==> config.mk <==
export PLATFORM = sky130hd
export DESIGN_NAME = mc_sequencer
export DESIGN_NICKNAME = d
export VERILOG_FILES = /design/src/rtl/mc_sequencer.sv
export SDC_FILE = /design/constraint.sdc
export NUM_CORES = 1
export LEC_CHECK = 0
export BUFFER_PORTS_ARGS = -buffer_cell sky130_fd_sc_hd__clkbuf_2
export CAP_MARGIN = 20
export CORE_ASPECT_RATIO = 1.4
export CORE_UTILIZATION = 35
export CTS_CLUSTER_SIZE = 25
export DETAILED_ROUTE_END_ITERATION = 12
export PLACE_DENSITY_LB_ADDON = 0.25
export SLEW_MARGIN = 40
export SYNTH_ARGS = -nofsm -noshare
export SYNTH_HDL_FRONTEND = slang
export SYNTH_SLANG_ARGS = --single-unit
==> constraint.sdc <==
create_clock -name clk -period 1.7 [get_ports clk]
set_input_delay 0.085 -clock clk [delete_from_list [all_inputs] [get_ports clk]]
set_output_delay 0.085 -clock clk [all_outputs]
set_load 0.01 [all_outputs]
==> src/rtl/mc_sequencer.sv <==
// Multi-cycle MIPS control sequencer: FETCH/DECODE/EXEC/[MEM]/WB with sticky HALT on faults.
// Latency: 4 cycles per ALU instruction, 5 per load/store, plus one cycle per ack delay.
// Backpressure: waits in FETCH/MEM on imem_ack/dmem_ack; bounded by TIMEOUT (0 = unbounded).
module mc_sequencer #(
  parameter int unsigned TIMEOUT = 255
) (
  input  logic        clk,
  input  logic        rst_n,
  input  logic        run,
  output logic        imem_req,
  input  logic        imem_ack,
  input  logic [31:0] imem_rdata,
  output logic [31:0] ir,
  input  logic        dec_illegal,
  input  logic        dec_mem_rren,
  input  logic        dec_mem_wren,
  input  logic        dec_gp_we,
  output logic        dmem_req,
  output logic        dmem_we,
  input  logic        dmem_ack,
  output logic        alu_en,
  output logic        gp_we_out,
  output logic        pc_we,
  output logic [2:0]  state,
  output logic [1:0]  halt_cause,
  output logic [31:0] retired
);

  // Wait counter only needs to reach TIMEOUT-1 before the fault fires.
  localparam int CW = (TIMEOUT < 2) ? 1 : $clog2(TIMEOUT + 1);
  localparam logic [CW-1:0] WAIT_LAST = CW'(TIMEOUT - 1);

  typedef enum logic [2:0] {
    S_IDLE   = 3'b000,
    S_FETCH  = 3'b001,
    S_DECODE = 3'b010,
    S_EXEC   = 3'b011,
    S_MEM    = 3'b100,
    S_WB     = 3'b101,
    S_HALT   = 3'b111
  } state_e;

  state_e          state_q, state_d;
  logic [31:0]     ir_q, ir_d;
  logic [31:0]     retired_q, retired_d;
  logic [1:0]      cause_q, cause_d;
  logic [CW-1:0]   wait_q, wait_d;
  logic            rren_q, rren_d;
  logic            wren_q, wren_d;
  logic            gpwe_q, gpwe_d;
  logic            wait_expired;

  // Fault fires on the cycle the counter would reach TIMEOUT; an ack in that cycle wins.
  assign wait_expired = (TIMEOUT != 0) && (wait_q == WAIT_LAST);

  // State register plus the datapath registers it owns.
  always_ff @(posedge clk or negedge rst_n) begin
    if (!rst_n) begin
      state_q   <= S_IDLE;
      ir_q      <= '0;
      retired_q <= '0;
      cause_q   <= 2'b00;
      wait_q    <= '0;
      rren_q    <= 1'b0;
      wren_q    <= 1'b0;
      gpwe_q    <= 1'b0;
    end else begin
      state_q   <= state_d;
      ir_q      <= ir_d;
      retired_q <= retired_d;
      cause_q   <= cause_d;
      wait_q    <= wait_d;
      rren_q    <= rren_d;
      wren_q    <= wren_d;
      gpwe_q    <= gpwe_d;
    end
  end

  // Next-state selection.
  always_comb begin
    state_d = state_q;
    unique case (state_q)
      S_IDLE:   if (run) state_d = S_FETCH;
      S_FETCH:  begin
        if (imem_ack)          state_d = S_DECODE;
        else if (wait_expired) state_d = S_HALT;
      end
      S_DECODE: state_d = dec_illegal ? S_HALT : S_EXEC;
      S_EXEC:   state_d = (rren_q || wren_q) ? S_MEM : S_WB;
      S_MEM:    begin
        if (dmem_ack)          state_d = S_WB;
        else if (wait_expired) state_d = S_HALT;
      end
      S_WB:     state_d = run ? S_FETCH : S_IDLE;
      S_HALT:   state_d = S_HALT;
      default:  state_d = S_IDLE;
    endcase
  end

  // Datapath next values: IR capture, decoder flag latch, fault cause, retire count, wait counter.
  always_comb begin
    ir_d      = ir_q;
    retired_d = retired_q;
    cause_d   = cause_q;
    rren_d    = rren_q;
    wren_d    = wren_q;
    gpwe_d    = gpwe_q;
    wait_d    = '0;
    if (state_q == S_FETCH && imem_ack) ir_d = imem_rdata;
    if (state_q == S_DECODE) begin
      rren_d = dec_mem_rren;
      wren_d = dec_mem_wren;
      gpwe_d = dec_gp_we;
      if (dec_illegal) cause_d = 2'b01;
    end
    if (state_q == S_FETCH && !imem_ack && wait_expired) cause_d = 2'b10;
    if (state_q == S_MEM && !dmem_ack && wait_expired)   cause_d = 2'b11;
    if (state_q == S_WB) retired_d = retired_q + 32'd1;
    // Counter runs only while staying in a wait state; any entry clears it.
    if ((state_q == S_FETCH || state_q == S_MEM) && state_d == state_q)
      wait_d = wait_q + CW'(1);
  end

  // Outputs decoded purely from registered state.
  always_comb begin
    imem_req  = (state_q == S_FETCH);
    dmem_req  = (state_q == S_MEM);
    dmem_we   = (state_q == S_MEM) && wren_q;
    alu_en    = (state_q == S_EXEC);
    pc_we     = (state_q == S_WB);
    gp_we_out = (state_q == S_WB) && gpwe_q;
    state     = state_q;
    ir        = ir_q;
    halt_cause = cause_q;
    retired   = retired_q;
  end

endmodule

Word-level counts from Yosys, hierarchy flattened
Cells that the tools add are included.
Operators by class
  reductions and logical operators: 16
  add/sub/neg operators: 2
  multiplexer cells: 13
  equal/unequal tests: 8
Operators by type and width (number)
  $add 32x1->32 const B: 1
  $pmux 3 s7: 1
  $mux 3: 5
  $eq 3x3->1 const B: 3
  $add 8x1->8 const B: 1
  $eq 8x8->1 const B: 1
  $logic_and 1x1->1: 8
  $mux 2: 4
  $mux 8: 1
  $eq 3x2->1 const B: 2
  $reduce_bool 3->1: 2
  $eq 3x1->1 const B: 1
  $eq 3x3->1: 1
  $logic_not 3->1: 1
  $logic_not 1->1: 2
  $logic_or 1x1->1: 2
  $mux 1: 2
  $reduce_and 2->1: 1
Word-level totals
  input bits: 41
  word-level logic and storage cells: 47
  register bits: 80
  output and inout port bits: 75

Longest topological paths before layout
Gate-level depths: netlist (run 1).
  depth after elaboration: 7
  mapped depth: 6
  mapped depth without buffers: 5

Least setup slack after synthesis (run 1)
No wires, ideal clock.
  path kind: flip-flop to flip-flop
  start: register state_q[2] (netlist: state[2])
  end: register ir_q[21] (netlist: ir[21])
  slack: -0.030 ns
  cell stages (with the launch flop): 7
  library setup time: 0.125 ns
  clock period less this slack: 1.730 ns
  data required time: 1.575 ns
  arrival time: 1.605 ns
  buffers on the path: 3
  cell sequence: dfrtp_1 -> buf_2 -> nor2_1 -> and2_1 -> buf_2 -> buf_2 -> mux2_2
Between the ends
  word-level cells in the longest chain between the ends: 2
Ends and longest elaborated chain
  from (decl): RTL line 43  | state_e state_q, state_d;
  from (signal assigned): RTL line 68  | state_q <= state_d;
  $eq 3x1->1
  named net imem_req: RTL line 10  | output logic imem_req,
  $logic_and 1x1->1: RTL line 109  | if (state_q == S_FETCH && imem_ack) ir_d = imem_rdata;
  to (signal assigned): RTL line 69  | ir_q <= ir_d;
  to (decl): RTL line 44  | logic [31:0] ir_q, ir_d;
The timed path passes the listed nets, and every way through them passes these cells.
A chain may end at the register's enable or synchronous reset.

Worst setup path in the final report (run 1)
  start: register state_q[2] (netlist: state[2])
  end: register wait_q[4]
Between the ends
  word-level cells in the longest chain between the ends: 6
  elaborated cells on any way between the ends: 16
  classes of those cells: eq/ne: 7; mux: 6; reduce/logical: 3
Ends and longest elaborated chain
  $mux 3: RTL line 86, 92
  $mux 3, on equally long branches: RTL line 91, 85
  $pmux 3 s7: RTL line 82  | unique case (state_q)
  $eq 3x3->1: RTL line 120  | if ((state_q == S_FETCH || state_q == S_MEM) && state_d == state_q)
  $logic_and 1x1->1 *: RTL line 120
  $mux 8 *: RTL line 120
  named net wait_d[4]: RTL line 47  | logic [CW-1:0] wait_q, wait_d;
  to (signal assigned): RTL line 72  | wait_q <= wait_d;
  to (decl): RTL line 47
Mark *: on every way through the listed nets, which the timed path passes. The rest lies on a longest branch.

==> results of run 1 <==
## routing by layer
layer  vias to the layer above  global-route usage
met4                         0              0.0625
met2                        83               0.291
li1                       1373                   -
met5                         -                   0
met1                      1398               0.186
met3                        12              0.0442
## report_power, final
group	internal (W)	leakage [nW]	switching (W)
logic	0.00129	1.29	0.00128
registers	0.00244	1.03	0.000337
clock network	0.00129	0.156	0.000758
## cell families after synthesis
family / after synthesis
buf+inv: 17
mux: 35
compound gates: 24
simple gates: 93
flops: 80
xor+xnor: 37
fa+ha+maj: 3
## cells in the final DEF, fill, tap and decap left out, types with 3 or more instances in the layout
master	n
and2_1	5
xnor2_1	27
nand2_1	20
clkbuf_2	114
nor3_1	6
o211ai_1	3
buf_4	22
nor2_1	7
a211oi_2	4
inv_1	7
a211oi_1	4
dlygate4sd3_1	35
and3_1	8
clkbuf_16	9
xor2_1	10
nand4_1	16
and4_1	3
nand3_1	12
mux2_2	27
mux2_1	8
dfrtp_1	79
ha_1	3
## flip-flops by register name, summed over array words and instances, names as in the netlist
signal	cells
retired	32
rren_q	1
ir	32
wait_q	8
state	3
gpwe_q	1
wren_q	1
halt_cause	2
## stage by stage
stage               power [W]  area (um^2)  hold WS, ns
floorplan             0.00415         3560       -0.211
global placement      0.00506         4430        0.145
detailed placement    0.00515         4430        0.148
CTS                   0.00734         5110     0.000728
global route          0.00785         5180      0.00594
finish                0.00739         5180      0.00657
## worst max-delay path by stage
stage | slack [ns] | start | end
after detailed placement | -0.19 | state[2] | wait_q[4]
after global routing | -0.01 | state[2] | wait_q[1]
after global placement | -0.04 | state[2] | wait_q[5]
after floorplan | 0.03 | state[1] | ir[21]
final | 0.03 | state[2] | wait_q[4]
after CTS | 0.03 | state[0] | dmem_we
## cell type report
type                    count  share of cell area
clock buffers               9              0.0435
well taps                 135              0.0326
flip-flops and latches     80               0.387
repair buffers            173               0.218
multi-input cells         192               0.296
clock inverters             7              0.0184
inverters                   7             0.00508
## timing repair
| item | in CTS | in global routing |
|---|---|---|
| cloned | 0 | 0 |
| buffers inserted | 1 | 3 |
| setup endpoints to repair | 11 | 10 |
| pin swaps | 1 | 1 |
| hold buffers | 35 | 0 |
| gates resized for setup | 4 | 8 |
| hold endpoints to repair | 79 | 0 |
==> run metrics, run 1 <==
status finished clean; Worst path slowest cell dfrtp_2; Hold Path Class in -> reg; skew final 0.00557 ns; DP HPWL 5.60 mm; Antenna Violating Nets Remaining 0; flops & latches, synth 80; Async SR Flop Fraction 1.00; Crit Path Class reg -> reg; uppermost layer routed met4; # setup viols final 0; clock sink count 80; cell count along the critical path 5; Crit path required time 1.93 ns; CP arrival 1.90 ns; die area 10600 um^2; post-synthesis sequential area ratio 0.562; Peak Freq 0.599 GHz; Initial Util 0.360; Iter 0 DRT Violations 62; fin crit share 0.981; CTS tree built; CP endpoint kind flop; synthesized area 3560 um^2; Reg2Reg Depth 5; r2r endpoint wait_q[4]; cell total after placement 548; Top cell by count, worst path o211ai_1; minimum clock period 1.67 ns; FF+latch area 2000 um^2; GR Overflow Total 0; GR Util All Layers 0.165; Layout Nets 507; final RePlAce weighted congestion 0.775; kind of cell adding the most delay to the critical path compound AO/OA/AOI/OAI gates; hold path start imem_rdata[9]; routed wl met3 506 um; Synth top cells by count dfrtp_1 (80), mux2_2 (27), xnor2_1 (27), nand2_1 (20), nand4_1 (16); Diodes inserted 0; area taken by multi-input logic gates 1530 um^2; Max-cap violations 0; Max stage delay on crit path 0.49 ns; Crit Reg-Reg Startpoint state[2]; Pre-antenna DRT Iters 4; initial antenna violation count 0; first-pass GRT wire length 13.5 mm; XOR/XNOR Fraction of Synth Area 0.0910; die width 87.2 um; Clock Pin Slew Worst Setup and Hold Paths 0.06 ns; Final Hold Viols 0; compound-cell area share of the yosys netlist 0.0492; met1 WL 3.30 mm; Met2 Wirelength 4.33 mm; TritonCTS Buffers 9; Rel. slew slack 0.589; vias in the first global route 2918; share of layout cells above drive strength 1 0.425; Max VDD drop 556 uV; crit path setup slack, layout 0.0319 ns; CTS root buf clkbuf_16; Synth area leader dfrtp_1; Clock Path Buffers 2; post-synthesis area per instance 12.3 um^2; LEAKAGE 2.47 nW; startpoint class of the critical path flop; TNS Setup 0 ns; H-tree levels 3; Synth area leaders dfrtp_1 (56%), mux2_2 (8.5%), xnor2_1 (6.6%); Skew-Pair Late Insertion Delay 0.33 ns; largest net degree at the start of global routing 48; Post-synth EDFFs 0; Slew Viols, Final 0; Rows 43; area grow syn2layout 45.4%; post-route core utilization 0.523; filler instances 899; Synthesis Warnings 0; Syn Nets 333; Post-route DRC 0; CP max FO 10; share of the synthesized area in the top cell type 0.562; power per standard cell area 1430 nW/um^2; Synth Instances 289; largest family of logic cells by synthesized area simple AND/OR/NAND/NOR gates; simple-gate share of the synthesized area 0.154; core area 9900 um^2; Post-Synth Adder-Cell Area 0.0105; post-synthesis mux area share 0.111; PortBufs 115; Reg2Reg Setup Slack 0.03 ns; critical path cell sequence nand2b_2 -> o211ai_1 -> o211ai_1 -> buf_4 -> a211oi_1; Die Height 121 um; worst slack at placement -0.191 ns; Netlist cell types 41; Vias 2866; Via density 4.75; final non-filler cell total 603; WP buf/inv 1; Endpoint, Worst Hold ir[9]; most common cell in the netlist dfrtp_1; drt wl/cell 13.7 um; Routed Wire Length 8.28 mm; hold-critical path depth 2; Ports 116; actual slew at the worst max-slew pin 0.617 ns; ys flop type dfrtp_1
(Power assumes the default switching activity.)
==> inputs of run 2 (changes only) <==
Settings changed: CORE_UTILIZATION 35 to 50.
==> run metrics, run 2 (synthesis results as in run 1) <==
status finished clean; area taken by multi-input logic gates 1510 um^2; filler instances 524; Initial Util 0.513; gr busiest metal met2; net switching power 0.00234 W; Diodes inserted 0; Antenna Violating Nets Remaining 0; met3 GRT Util 0.0690; CP max FO 11; Layout Nets 504; die area 7470 um^2; core area 6940 um^2; minimum clock period 1.63 ns; first-pass GRT wire length 13.7 mm; sw frac 0.346; Clock Pin Slew Worst Setup and Hold Paths 0.08 ns; CP arrival 1.87 ns; Rel. slew slack 0.777; die width 73.3 um; Rows 36; Pre-antenna DRT Iters 4; GR Overflow Total 0; largest net degree at the start of global routing 36; FF+latch area 2000 um^2; GR Util All Layers 0.244; Ports 116; Comb pwr share 0.369; Iter 0 DRT Violations 144; vias in the first global route 2877; area grow syn2layout 39.5%; # setup viols final 0; actual slew at the worst max-slew pin 0.334 ns; power per standard cell area 1360 nW/um^2; Final Hold Viols 0; Die Height 102 um; PortBufs 115; Sequential Power Share 0.422; CTS root buf clkbuf_8; Hold Path Class in -> reg; skew final 0.00862 ns; post-route core utilization 0.716; fin crit share 0.957; Clk network pwr share 0.209; CTS tree built; Max-cap violations 0; Slew Viols, Final 0; Crit path required time 1.95 ns; Max VDD drop 568 uV; Skew-Pair Late Insertion Delay 0.35 ns; Via density 5.15; Crit Path Class reg -> reg; Post-route DRC 0; DP HPWL 5.48 mm; Vias 2882; Routed Wire Length 8.58 mm; commonest non-fill, non-tap cell in the layout clkbuf_2; final RePlAce weighted congestion 0.823; most frequent cells in the layout clkbuf_2 (114), dfrtp_1 (78), dlygate4sd3_1 (36); clock sink count 80; Clock Path Buffers 2; Global Route met1 Usage 0.286; LEAKAGE 2.40 nW; internal power 0.00442 W; drt wl/cell 15.3 um; share of layout cells above drive strength 1 0.411; met2 usage 0.425; Peak Freq 0.615 GHz; startpoint class of the critical path flop; TritonCTS Buffers 9; RSZ-0062 raised after global routing yes; Power Total 0.00675 W; CP endpoint kind flop; initial antenna violation count 0; H-tree levels 3
[run 2: cell types whose count changed in the layout (fill, tap and decap cells not counted), sizes merged]
cell	delta
clkbuf	+2
bufinv	-1
dlygate4sd3	+1
clkinvlp	-1
buf	-4
[run 2: area by class of cell]
cell class,count,share of cell area
clock inverters,5,0.0131
repair buffers,170,0.223
flip-flops and latches,80,0.404
clock buffers,11,0.0285
multi-input cells,192,0.303
inverters,7,0.00529
well taps,95,0.0239
[run 2: metal layers]
layer / up-vias / share of wire / wire [um]
li1: 1370 / - / -
met1: 1407 / 0.40 / 3420
met2: 93 / 0.52 / 4470
met3: 12 / 0.063 / 538
met4: 0 / 0.019 / 162
met5: - / 0 / 0
[run 2: path summary, 6_finish.rpt]
path / startpoint / to / slack, ns / cells past startpoint
max in group asynchronous: rst_n / state[2] / 0.86 / 3
worst max-delay path: state[0] / wait_q[6] / 0.07 / 5
worst max register to register: state[0] / wait_q[6] / 0.07 / 5
worst min register to register: halt_cause[1] / halt_cause[1] / 0.48 / 2
min in group asynchronous: rst_n / ir[24] / 0.19 / 2
worst min-delay path: dec_illegal / halt_cause[1] / 0.02 / 4
[run 2: power by group through the flow]
stage | logic, W | clock network, W | registers [W]
global route | 0.00272 | 0.00155 | 0.00292
floorplan | 0.00116 | 0 | 0.00299
global placement | 0.00225 | 0 | 0.00280
CTS | 0.00240 | 0.00144 | 0.00281
detailed placement | 0.00230 | 0 | 0.00284
finish | 0.00249 | 0.00141 | 0.00285
[run 2: worst max-delay path: stages, from the launching register on]
cell	delay, ns
dfrtp_2	0.49
nand2b_2	0.26
a31oi_2	0.21
o211ai_1	0.12
buf_4	0.18
a211oi_1	0.26
[run 2: per-stage QoR]
stage          TNS [ns]  instance area, um^2  instances  hold WS, ns  worst slack (ns)
2_1_floorplan         0                 3560        289       -0.211            0.0258
3_3_place_gp     -0.237                 4360        506      -0.0147           -0.0325
3_5_place_dp     -0.661                 4360        506      -0.0108           -0.0990
4_1_cts               0                 4940        559       0.0108            0.0336
5_1_grt        -0.00409                 4970        560       0.0152          -0.00409
6_report              0                 4970        560       0.0178            0.0728
[run 2: timing repair]
item / CTS / global route
endpoints found under the setup margin: 9 / 8
resized for setup: 2 / 5
hold endpoints to repair: 89 / 0
setup buffers: 1 / 1
hold buffers: 36 / 0
pin swaps: 1 / 0
==> inputs of run 3 (changes only) <==
--- a/config.mk
+++ b/config.mk
@@ -7,8 +7,8 @@
 export LEC_CHECK = 0
-export BUFFER_PORTS_ARGS = -buffer_cell sky130_fd_sc_hd__clkbuf_2
 export CAP_MARGIN = 20
 export CORE_ASPECT_RATIO = 1.4
-export CORE_UTILIZATION = 50
+export CORE_UTILIZATION = 55
 export CTS_CLUSTER_SIZE = 25
 export DETAILED_ROUTE_END_ITERATION = 12
+export DONT_BUFFER_PORTS = 1
 export PLACE_DENSITY_LB_ADDON = 0.25
==> constraint.sdc (replaced) <==
create_clock -name clk -period 1.6 [get_ports clk]
set_input_delay 0.32 -clock clk [delete_from_list [all_inputs] [get_ports clk]]
set_output_delay 0.32 -clock clk [all_outputs]
set_load 0.01 [all_outputs]
==> run metrics, run 3 (synthesis results as in run 1) <==
power per standard cell area 1670 nW/um^2; skew final 0.00746 ns; Hold WS -0.345 ns; area grow syn2layout 26.1%; die width 70.0 um; Peak Freq 0.612 GHz; H-tree levels 3; Global Route met1 Usage 0.259; Diodes inserted 0; Post-route DRC 0; die area 6800 um^2; startpoint class of the critical path flop; PortBufs 0; met3 GRT Util 0.0674; share of layout cells above drive strength 1 0.377; commonest non-fill, non-tap cell in the layout dfrtp_1; Clock Path Buffers 2; Ports 116; internal power 0.00504 W; met2 usage 0.374; fin crit share 1.02; Pre-antenna DRT Iters 4; worst slack at placement -0.188 ns; Initial Util 0.569; actual slew at the worst max-slew pin 0.352 ns; status finished with violations; Rows 34; Die Height 97.2 um; CP max FO 8; GR Overflow Total 0; GR Util All Layers 0.223; Final Hold Viols 80; Crit path required time 1.86 ns; Crit Path Class reg -> reg; sw frac 0.329; Via density 5.73; Slew Viols, Final 0; fin area 4490 um^2; Layout Nets 384; Comb pwr share 0.359; Iter 0 DRT Violations 104; largest net degree at the start of global routing 81; drt wl/cell 18.8 um; vias in the first global route 2517; net switching power 0.00247 W; TNS Setup -0.158 ns; CP endpoint kind flop; Vias 2391; core area 6250 um^2; clock sink count 80; first-pass GRT wire length 12.0 mm; CP arrival 1.89 ns; Rel. slew slack 0.765; Sequential Power Share 0.429; most frequent cells in the layout dfrtp_1 (77), buf_4 (39), mux2_4 (32); gr busiest metal met2; Max VDD drop 756 uV; crit path setup slack, layout -0.0334 ns; Antenna Violating Nets Remaining 0; RSZ-0062 raised after global routing yes; final RePlAce weighted congestion 0.819; minimum clock period 1.63 ns; Max-cap violations 0; Hold Path Class in -> async; CTS root buf clkbuf_8; CTS tree built; Post-Place Cell Area 3910 um^2; LEAKAGE 2.05 nW; DP HPWL 4.80 mm; Routed Wire Length 7.84 mm; Clk network pwr share 0.212; # setup viols final 10; Clock Pin Slew Worst Setup and Hold Paths 0.08 ns; failing checks hold timing, setup timing; Skew-Pair Late Insertion Delay 0.35 ns; filler instances 434; TritonCTS Buffers 9; initial antenna violation count 0
-- run 3: power by group through the flow --
stage                     clock (W)  sequential (W)  combinational (W)
final                       0.00159         0.00323            0.00270
after global routing        0.00171         0.00329            0.00288
after CTS                   0.00163         0.00319            0.00214
after detailed placement          0         0.00326            0.00180
after global placement            0         0.00322            0.00175
after floorplan                   0         0.00317            0.00127
-- run 3: final timing paths --
check / start / to / slack [ns] / depth (start not counted)
setup / recovery: state[2] / wait_q[6] / -0.03 / 6
hold / removal: rst_n / ir[13] / -0.34 / 0
setup reg to reg: state[2] / wait_q[6] / -0.03 / 6
hold reg to reg: rren_q / rren_q / 0.51 / 1
max in group asynchronous: rst_n / state[0] / 1.82 / 0
min in group clk: imem_rdata[31] / ir[31] / 0.11 / 1
-- run 3: worst max-delay path: stages, from the launching register on --
cell and delay, ns:
dfrtp_2 0.41, buf_6 0.13, nand2b_2 0.22, o211ai_1 0.25, o211ai_1 0.12, buf_4 0.19, a211oi_1 0.23
-- run 3: timing repair --
action,in CTS,in global routing
pin swaps,6,5
hold endpoints to repair,80,80
resized for setup,19,46
gates cloned,1,3
setup endpoints to repair,49,55
buffers inserted,7,0
-- run 3: final cells by class --
| type | instances | area (um^2) | area share |
|---|---|---|---|
| multi-input cells | 192 | 1700 | 0.379 |
| well taps | 72 | 90.1 | 0.0201 |
| inverters | 7 | 26.3 | 0.00585 |
| clock buffers | 11 | 131 | 0.0292 |
| repair buffers | 50 | 457 | 0.102 |
| clock inverters | 5 | 81.3 | 0.0181 |
| flip-flops and latches | 80 | 2010 | 0.447 |
-- run 3: metrics by stage --
step | util | power, W | cells | hold slack (ns)
2_1_floorplan | - | 0.00444 | 289 | 0.0244
3_3_place_gp | 0.626 | 0.00497 | 391 | 0.0258
3_5_place_dp | 0.626 | 0.00506 | 391 | 0.0258
4_1_cts | 0.680 | 0.00696 | 414 | -0.361
5_1_grt | 0.718 | 0.00789 | 417 | -0.372
6_report | 0.718 | 0.00751 | 417 | -0.345
-- run 3: per-layer routing --
metal | wire, um | vias up
met1 | 3120 | 1175
met3 | 527 | 12
li1 | - | 1116
met5 | 0 | -
met2 | 4040 | 88
met4 | 148 | 0
